**config.mk**
```make
export PLATFORM = sky130hd
export DESIGN_NAME = sequence_compare
export DESIGN_NICKNAME = d
export VERILOG_FILES = /design/src/rtl/sequence_compare.sv
export SDC_FILE = /design/constraint.sdc
export NUM_CORES = 1
export LEC_CHECK = 0
export CORE_MARGIN = 5
export CORE_UTILIZATION = 56
export DETAILED_ROUTE_END_ITERATION = 16
export GPL_TIMING_DRIVEN = 0
export HOLD_SLACK_MARGIN = 0.08
export PLACE_DENSITY = 0.8
export SYNTH_ARGS = -nofsm -noshare
export SYNTH_HDL_FRONTEND = slang
export SYNTH_SLANG_ARGS = --single-unit
export TNS_END_PERCENT = 30
```
**constraint.sdc**
```tcl
create_clock -name clock -period 2.7 [get_ports clock]
set_input_delay 0.27 -clock clock [delete_from_list [all_inputs] [get_ports clock]]
set_output_delay 0.27 -clock clock [all_outputs]
set_load 0.01 [all_outputs]
```
**src/rtl/sequence_compare.sv**
```systemverilog
// Round checker: compares player colour guesses against a latched 15-bit sequence,
// one 3-bit group per guess, and reports pass/fail, a fail reason and a saturating score.
module sequence_compare #(
  parameter int NUM_COLOURS    = 5,
  parameter int TIMEOUT_CYCLES = 150000000,
  parameter int TIMEOUT_W      = 28
) (
  input  logic                     clock,
  input  logic                     reset,
  input  logic                     start,
  input  logic [3*NUM_COLOURS-1:0] sequence_in,
  input  logic [2:0]               round_len,
  input  logic                     guess_valid,
  input  logic [2:0]               guess,
  output logic                     busy,
  output logic [2:0]               guess_idx,
  output logic [2:0]               expected,
  output logic                     round_pass,
  output logic                     round_fail,
  output logic [1:0]               fail_code,
  output logic [3:0]               score,
  input  logic                     score_clr
);

  localparam int SEQ_W = 3 * NUM_COLOURS;
  localparam logic [2:0] MAX_LEN = 3'(NUM_COLOURS);
  localparam logic [TIMEOUT_W-1:0] TIMER_LAST = TIMEOUT_W'(TIMEOUT_CYCLES - 1);

  localparam logic [1:0] FC_NONE     = 2'b00;
  localparam logic [1:0] FC_MISMATCH = 2'b01;
  localparam logic [1:0] FC_TIMEOUT  = 2'b10;

  typedef enum logic [2:0] {
    S_IDLE,
    S_WAIT_GUESS,
    S_CHECK,
    S_PASS,
    S_FAIL
  } state_t;

  // Handshake: start and guess_valid are single-cycle pulses with no back-pressure.
  // start is taken only in IDLE, guess_valid only in WAIT_GUESS; elsewhere they are dropped.

  state_t               state, state_n;
  logic [SEQ_W-1:0]     seq_reg, seq_n;
  logic [2:0]           len_reg, len_n;
  logic [2:0]           idx, idx_n;
  logic [2:0]           guess_reg, guess_n;
  logic [1:0]           fail_code_reg, fail_code_n;
  logic [3:0]           score_reg, score_n;
  logic [TIMEOUT_W-1:0] timer, timer_n;

  logic [SEQ_W-1:0]     seq_shift;
  logic                 last_group;
  logic [2:0]           len_clamped;

  assign seq_shift  = seq_reg >> ({2'b00, idx} * 5'd3);
  assign last_group = (idx + 3'd1) == len_reg;

  always_comb begin
    len_clamped = round_len;
    if (round_len == 3'd0) begin
      len_clamped = 3'd1;
    end else if (round_len > MAX_LEN) begin
      len_clamped = MAX_LEN;
    end
  end

  always_ff @(posedge clock) begin
    if (!reset) begin
      state         <= S_IDLE;
      seq_reg       <= '0;
      len_reg       <= '0;
      idx           <= '0;
      guess_reg     <= '0;
      fail_code_reg <= FC_NONE;
      score_reg     <= '0;
      timer         <= '0;
    end else begin
      state         <= state_n;
      seq_reg       <= seq_n;
      len_reg       <= len_n;
      idx           <= idx_n;
      guess_reg     <= guess_n;
      fail_code_reg <= fail_code_n;
      score_reg     <= score_n;
      timer         <= timer_n;
    end
  end

  always_comb begin
    state_n     = state;
    seq_n       = seq_reg;
    len_n       = len_reg;
    idx_n       = idx;
    guess_n     = guess_reg;
    fail_code_n = fail_code_reg;
    score_n     = score_reg;
    timer_n     = timer;

    unique case (state)
      S_IDLE: begin
        if (start) begin
          seq_n       = sequence_in;
          len_n       = len_clamped;
          idx_n       = 3'd0;
          fail_code_n = FC_NONE;
          timer_n     = '0;
          state_n     = S_WAIT_GUESS;
        end
      end
      S_WAIT_GUESS: begin
        // A guess arriving on the timeout cycle still counts.
        if (guess_valid) begin
          guess_n = guess;
          state_n = S_CHECK;
        end else if (timer == TIMER_LAST) begin
          fail_code_n = FC_TIMEOUT;
          state_n     = S_FAIL;
        end else begin
          timer_n = timer + 1'b1;
        end
      end
      S_CHECK: begin
        if (guess_reg != seq_shift[2:0]) begin
          fail_code_n = FC_MISMATCH;
          state_n     = S_FAIL;
        end else if (last_group) begin
          state_n = S_PASS;
        end else begin
          idx_n   = idx + 3'd1;
          timer_n = '0;
          state_n = S_WAIT_GUESS;
        end
      end
      S_PASS: begin
        if (score_reg != 4'd15) begin
          score_n = score_reg + 4'd1;
        end
        state_n = S_IDLE;
      end
      S_FAIL: begin
        state_n = S_IDLE;
      end
      default: begin
        state_n = S_IDLE;
      end
    endcase

    if (score_clr) begin
      score_n = '0;
    end
  end

  assign busy       = (state != S_IDLE);
  assign guess_idx  = idx;
  assign expected   = seq_shift[2:0];
  assign round_pass = (state == S_PASS);
  assign round_fail = (state == S_FAIL);
  assign fail_code  = fail_code_reg;
  assign score      = score_reg;

endmodule

```
Word-level counts from Yosys, hierarchy flattened

Cells that the tools add are included.

Add/subtract/negate cells: 3
$mul: 1
Order comparisons: 1
Equality and inequality tests: 16
Shift operators: 1
Muxes and demuxes: 23
Bitwise operators: 1
Reductions and logical operators: 13

Operator list:

| operator                                                              | count |
|---|---|
| 28-bit 2-to-1 mux                                                     | 5 |
| 28-bit one-hot mux with 3 select lines                                | 1 |
| 28-bit by 1-bit adder with 28-bit output, second input constant       | 1 |
| 28-bit equality test, second input constant                           | 1 |
| 3-bit 2-to-1 mux                                                      | 9 |
| 15-bit by 5-bit right shift with 3-bit output                         | 1 |
| 2-bit inequality test, second input constant                          | 7 |
| 2-bit 2-to-1 mux                                                      | 5 |
| 3-bit one-hot mux with 3 select lines                                 | 1 |
| 2-bit AND reduction                                                   | 4 |
| 3-bit by 2-bit equality test with 1-bit output, second input constant | 2 |
| 3-bit logical NOT                                                     | 2 |
| 2-bit one-hot mux with 3 select lines                                 | 1 |
| 3-bit one-hot mux with 2 select lines                                 | 1 |
| 6-bit AND reduction                                                   | 1 |
| 3-bit nonzero test                                                    | 2 |
| 3-bit by 2-bit multiplier with 5-bit output, second input constant    | 1 |
| 5-bit AND reduction                                                   | 1 |
| 4-bit by 1-bit adder with 4-bit output, second input constant         | 1 |
| 4-bit inequality test, second input constant                          | 1 |
| 4-bit AND reduction                                                   | 1 |
| 3-bit by 1-bit adder with 3-bit output, second input constant         | 1 |
| 3-bit by 1-bit equality test with 1-bit output, second input constant | 1 |
| 3-bit equality test                                                   | 1 |
| other kinds (7)                                                       | 7 |

Flip-flop bits (word level): 61
Output and inout bits: 15
Word-level logic and storage cells: 67

Longest topological paths before layout

Gate-level depths: netlist of the first run.

Depth in word-level cells: 5
Gate-level depth with buffers: 10
Mapped depth without buffers: 8

Worst setup path after synthesis of the first run

Ideal clock, no wire load.

Path type: reg-to-reg
Start: reg idx[0], in the netlist guess_idx[0]
End: reg timer[26]
Setup time: 0.125 ns
Arrival: 2.095 ns
Setup slack: 0.480 ns
Stages on the path, launching flop included: 9
Buffers on the path: 1
Cell sequence: dfxtp_1 -> buf_6 -> mux2i_1 -> mux2i_1 -> a22oi_1 -> a211oi_4 -> a21oi_2 -> nor4b_1 -> nor3_1

Longest elaborated chain between the ends: 5
Elaborated cells on any way between the ends: 8

RTL lines:

| element                                       | RTL line | RTL |
|---|---|---|
| start: declaration                            | 47       | `logic [2:0] idx, idx_n;` |
| start signal: assignment                      | 83       | `idx <= idx_n;` |
| 3-bit by 2-bit multiplier with 5-bit output   | 57       | `assign seq_shift = seq_reg >> ({2'b00, idx} * 5'd3);` |
| 15-bit by 5-bit right shift with 3-bit output | 57       |  |
| 3-bit inequality test                         | 125      | `if (guess_reg != seq_shift[2:0]) begin` |
| 2-bit inequality test (no source line)        | -        |  |
| 6-bit AND reduction (no source line) (*)      | -        |  |
| end signal: assignment                        | 87       | `timer <= timer_n;` |
| end: declaration                              | 51       | `logic [TIMEOUT_W-1:0] timer, timer_n;` |

Mark *: on every way between the ends. The rest lies on a longest branch, timed or not.
A chain may end at the register's enable or synchronous reset.

Worst setup path after layout of the first run

Start: reg idx[0], in the netlist guess_idx[0]
End: out expected[2]

Longest elaborated chain between the ends: 2

RTL lines:

| element                                       | RTL line | RTL |
|---|---|---|
| 3-bit by 2-bit multiplier with 5-bit output   | 57       |  |
| 15-bit by 5-bit right shift with 3-bit output | 57       |  |
| end: declaration                              | 17       | `output logic [2:0] expected,` |

No other way between the ends.

==> impl_metrics.json, run 1 <==
{
  "hold-path-cell-count": 3,
  "core.rowCount": 28,
  "crit-reg2reg-launch": "guess_idx[1]",
  "yosysMostFrequentCell": "nand2_1",
  "nNetsFinal": 507,
  "final_number_of_hold_violating_endpoints": 0,
  "clkSinkCount": 61,
  "critical_path_peak_fanout": 10,
  "number_of_global_route_vias_before_repair": 3282,
  "ioPinCount": 41,
  "rrSetupSlack_ps": 210,
  "global_route_wire_length_before_repair_microns": 15210,
  "clock_tree_from_tritoncts": "yes",
  "grt_antenna_before_repair": 0,
  "signal_arrival_time_at_the_worst_endpoint_ps": 2280,
  "grt_setup_unrepaired": "no",
  "result_of_the_run": "finished, final reports clean",
  "hold_start": "guess_valid",
  "max_slew_margin_pct": 46.80,
  "die_width_microns": 89.07,
  "synth.yosys.warnings": 0,
  "final_max_slew_viol_count": 0,
  "number_of_cells_produced_by_synthesis": 426,
  "die-area_sq_um": 7933,
  "synth_area_sq_um": 3501,
  "syn2layout_area_growth_pct": 19.30,
  "period_minus_ws_final_ps": 2553,
  "share_of_the_synthesized_area_in_the_top_cell_type_pct": 34.88,
  "detailedRoute.firstIterationViolations": 244,
  "drive_above_1_share_pct": 10.56,
  "postCtsHoldBufs": 0,
  "largest_register_ff_count": 28,
  "syn_nets": 455,
  "worst_setup_path_startpoint": "guess_idx[0]",
  "yosysUniqueCellTypes": 66,
  "yosys.area.top_type": "dfxtp_1",
  "synth.ff_latch_count": 61,
  "leakage_nw": 1.411,
  "synth.top_cells.by_area": "dfxtp_1 (35%), nand2_1 (7.4%), a21oi_1 (5.7%)",
  "wire_per_inst_microns": 16.45,
  "synth_commonest_cells": "nand2_1 (69), dfxtp_1 (61), a21oi_1 (40)",
  "timing.max_cap.violations": 0,
  "dp.cells": 540,
  "finClkSkew_ps": 9.427,
  "dp_hpwl_microns": 6556,
  "cts_inserted_buffers": 9,
  "power_per_cell_area_nw_per_um2": 488.4,
  "ys.flop_type": "dfxtp_1",
  "clock.fmax_ghz": 0.3917,
  "vias": 3439,
  "worst_skew_pair.late_latency_ps": 350,
  "detail_route.first_pass.iterations": 4,
  "layoutNonFillerInstCount": 558,
  "n_antenna_cell": 0,
  "die_y_microns": 89.07,
  "min_delay_worst_endpoint": "guess_reg[1]",
  "number_of_synthesized_flops_with_an_enable_pin": 0,
  "place_congestion": 0.8835,
  "clk_path_buf_depth": 2,
  "synth.avg_cell_area_sq_um": 8.218,
  "utilization_after_layout_pct": 69.72,
  "worst_pin_slew_ps": 790.8,
  "placeableCoreArea_sq_um": 5991,
  "drt_drc_violations_left": 0,
  "route.detailed.vias_per_inst": 6.163,
  "grt_max_degree": 11,
  "final_setup_viols": 0,
  "grt_overflow_total": 0,
  "clock_h_tree_levels": 3,
  "clock_tree.root_cell": "clkbuf_8",
  "antenna_violating_nets_post_route": 0,
  "layout_worst_path_cycle_share_pct": 94.57,
  "seq_area_frac_synth_pct": 34.88,
  "setup.worst_path.end_class": "primary output",
  "criticalPathCategory": "reg2out",
  "wirelength_microns": 9179,
  "clk_pin_slew_ps": 60,
  "initial_core_util_pct": 58.44,
  "worst_hold_path_type": "in2reg",
  "synthArstFlopShare_pct": 0,
  "place.port_buffers": 39,
  "r2r.worst_path.cells": 8,
  "peakVddDrop_mv": 0.3442,
  "start_kind": "register",
  "totalNegativeSetupSlack_ps": 0,
  "cp.required_ps": 2430,
  "gr-usage-all-layers_pct": 24.70,
  "destination_of_the_worst_register_to_register_timing_path": "timer[21]"
}
==> cell type report <==
class,instances,area [sq um]
clock inverters,1,5.005
well taps,75,93.84
repair buffers,41,405.4
multi-input cells,333,2081
plain buffers,22,165.2
clock buffers,15,166.4
flip-flops and latches,61,1222
fillers,473,1814
inverters,10,37.54
==> through the flow <==
step           total power [mW]  hold slack, ps  setup WS (ps)  instance area [sq um]
6_report                  2.040           393.6          146.7                   4177
3_5_place_dp              1.309           446.1          102.4                   3985
4_1_cts                   2.035           380.7          11.02                   4156
2_1_floorplan             1.187           404.2          479.9                   3501
3_3_place_gp              1.304           442.0          100.4                   3985
5_1_grt                   2.130           428.9          51.63                   4177
==> logic make-up (layout without fill, tap and decap cells) <==
group                    count (synthesis)  in the layout  synth area share, %
AND/OR/NAND/NOR                        181            181                26.41
AO/OA/AOI/OAI                          125            125                24.62
flip-flops                              61             61                34.88
buffers and inverters                   32             89                5.754
multiplexers                            14             14                4.753
XOR/XNOR                                10             10                2.502
adder cells (fa/ha/maj)                  3              3                1.072
==> where the power goes <==
group	leakage (nW)	switching [mW]	total [mW]	internal (mW)
Combinational	0.828	0.207	0.360	0.153
Sequential	0.495	0.0209	0.948	0.927
Clock	0.0877	0.349	0.732	0.383
==> cells in the final DEF (no fill, tap or decap), types with 10 or more instances in the layout <==
master,instances
a21oi_1,40
a31oi_1,18
clkbuf_1,16
clkbuf_8,15
clkdlybuf4s50_1,39
dfxtp_1,60
inv_1,10
nand2_1,69
nand3_1,18
nor2_1,28
nor3_1,12
o21ai_0,29
==> worst max path at each step <==
stage,end,cells after the start
floorplan,timer[26],8
finish,expected[2],4
detailed placement,timer[4],8
global route,timer[3],8
global placement,timer[21],8
CTS,expected[2],4
==> per-layer routing <==
layer	part of all wire, %	global-route usage (%)	up-vias
met5	0	0	-
li1	-	-	1652
met4	1.6	8.119	0
met2	49	42.58	122
met1	42	29.50	1645
met3	6.7	7.281	20
==> timing repair <==
action,4_1_cts,5_1_grt
buffers inserted,0,2
setup endpoints to repair,0,10
endpoints found under the hold margin,0,0
resized for setup,0,4
==> critical path, cell delays in order, from the launching register on <==
cell and delay [ps]:
dfxtp_2 430, buf_6 200, mux4_1 550, mux2_2 280
clkdlybuf4s50_1 480
Power figures use the tool's default switching activity.
==> inputs of run 2 (changes only) <==
--- a/config.mk
+++ b/config.mk
@@ -8,9 +8,11 @@
 export CORE_MARGIN = 5
 export CORE_UTILIZATION = 56
 export DETAILED_ROUTE_END_ITERATION = 16
+export GPL_ROUTABILITY_DRIVEN = 0
 export GPL_TIMING_DRIVEN = 0
-export HOLD_SLACK_MARGIN = 0.08
+export HOLD_SLACK_MARGIN = 0.05
 export PLACE_DENSITY = 0.8
+export SLEW_MARGIN = 20
 export SYNTH_ARGS = -nofsm -noshare
 export SYNTH_HDL_FRONTEND = slang
 export SYNTH_SLANG_ARGS = --single-unit
==> run 2 against run 1 <==
Clock skew rose by 2.6 ps. Die area stayed put. Worst hold slack better by 3.1 ps. Combinational power is 3% higher. Core utilization increased by 1.1 points. Critical endpoint unchanged.
==> impl_metrics.json, run 2 (synthesis gave the netlist of run 1 again) <==
{
  "grt_antenna_before_repair": 0,
  "final_number_of_hold_violating_endpoints": 0,
  "clkSinkCount": 61,
  "timing.critical_path.cells": "buf_6, mux4_1, mux2_2, clkdlybuf4s50_1",
  "finClkSkew_ps": 12.06,
  "peakVddDrop_mv": 0.3279,
  "drt_drc_violations_left": 0,
  "timing.max_cap.violations": 0,
  "power_per_cell_area_nw_per_um2": 503.6,
  "period_minus_ws_final_ps": 2554,
  "max_slew_margin_pct": 55.13,
  "critical_path_peak_fanout": 10,
  "route.detailed.vias_per_inst": 6.138,
  "nNetsFinal": 509,
  "layoutNonFillerInstCount": 560,
  "placeableCoreArea_sq_um": 5991,
  "postCtsHoldBufs": 0,
  "final_setup_viols": 0,
  "antenna_violating_nets_post_route": 0,
  "setup.worst_path.end_class": "primary output",
  "total_power_mw": 2.135,
  "detailedPlace.worstSlack_ps": 86.08,
  "cpLargestDelayFamily": "multiplexers",
  "dp_hpwl_microns": 6675,
  "final_max_slew_viol_count": 0,
  "leakage_nw": 1.455,
  "drive_above_1_share_pct": 11.75,
  "start_kind": "register",
  "grt_setup_unrepaired": "yes",
  "clock_tree_from_tritoncts": "yes",
  "signal_arrival_time_at_the_worst_endpoint_ps": 2280,
  "clk_path_buf_depth": 2,
  "worst_skew_pair.late_latency_ps": 350,
  "detailedRoute.firstIterationViolations": 271,
  "grt_overflow_total": 0,
  "die_width_microns": 89.07,
  "largest_register_ff_count": 28,
  "clk_pin_slew_ps": 80,
  "fillCellCount": 472,
  "layout.cells.most_common_list": "nand2_1 (69), dfxtp_1 (60), a21oi_1 (40)",
  "n_antenna_cell": 0,
  "layout_worst_path_cycle_share_pct": 94.59,
  "place.port_buffers": 39,
  "clock.fmax_ghz": 0.3916,
  "detail_route.first_pass.iterations": 5,
  "grt_max_degree": 11,
  "clock_h_tree_levels": 3,
  "die_y_microns": 89.07,
  "core.rowCount": 28,
  "dp.cells": 540,
  "critical_path.slowest_cell": "mux4_1",
  "cts_inserted_buffers": 9,
  "criticalPathCategory": "reg2out",
  "result_of_the_run": "finished, final reports clean",
  "clock_tree.root_cell": "clkbuf_8",
  "post-route-worst-setup-slack_ps": 146.0,
  "timing.critical_path.slowest_cell_delay_ps": 540,
  "wirelength_microns": 9498,
  "cp.required_ps": 2430,
  "number_of_global_route_vias_before_repair": 3253,
  "die-area_sq_um": 7933,
  "worst_hold_path_type": "in2reg",
  "gr-usage-all-layers_pct": 25.34,
  "most_common_cell_after_layout_fill_and_taps_aside": "nand2_1",
  "wire_per_inst_microns": 16.96,
  "ioPinCount": 41,
  "worst-path-buf-inv": 2,
  "initial_core_util_pct": 58.44,
  "worst_pin_slew_ps": 672.0,
  "vias": 3437,
  "syn2layout_area_growth_pct": 21.12,
  "global_route_wire_length_before_repair_microns": 15450,
  "fin_worst_hold_slack_ps": 396.7
}
==> run 2: report_power, final <==
| part | internal, mW | switching, mW |
|---|---|---|
| sequential | 0.927 | 0.0211 |
| combinational | 0.158 | 0.212 |
| clock | 0.445 | 0.372 |
==> run 2: layer usage <==
metal,vias up,track usage (%),wire length (microns)
li1,1663,-,-
met1,1610,31.90,3865
met2,144,42.51,4716
met3,20,3.410,714
met4,0,12.72,202
met5,-,0,0
==> run 2: what timing repair did <==
item | in CTS | in global routing
gates resized for setup | 0 | 8
endpoints found under the setup margin | 0 | 16
setup buffers | 0 | 4
==> run 2: metrics by stage <==
stage	area, sq um	TNS [ps]	util, %
2_1_floorplan	3501	0	-
3_3_place_gp	3985	0	66.52
3_5_place_dp	3985	0	66.52
4_1_cts	4177	0	69.72
5_1_grt	4240	-5.754	70.78
6_report	4240	0	70.78
==> run 2: worst paths after layout <==
check | start | end | slack (ps) | depth (start not counted)
min reg2reg | seq_reg[6] | seq_reg[6] | 460 | 2
max | guess_idx[0] | expected[2] | 150 | 4
max reg2reg | guess_idx[0] | timer[19] | 210 | 10
min | guess_valid | guess_reg[1] | 400 | 3
==> run 2: worst reg2reg max path: cells and delay by family (launching register included) <==
family	cells	cell delay (ps)
compound gates	5	920
buf+inv	3	530
mux	2	520
flops	1	430
==> run 2: cell type report <==
class                      instances  area (sq um)  share of cell area (%)
clock buffer                      11         141.4                   3.334
sequential                        61          1222                   28.83
buffer                            22         165.2                   3.895
multi-input combinational        333          2110                   49.75
inverter                          10         37.54                  0.8852
timing repair buffer              43         420.4                   9.914
tap                               75         93.84                   2.213
clock inverter                     5         50.05                   1.180
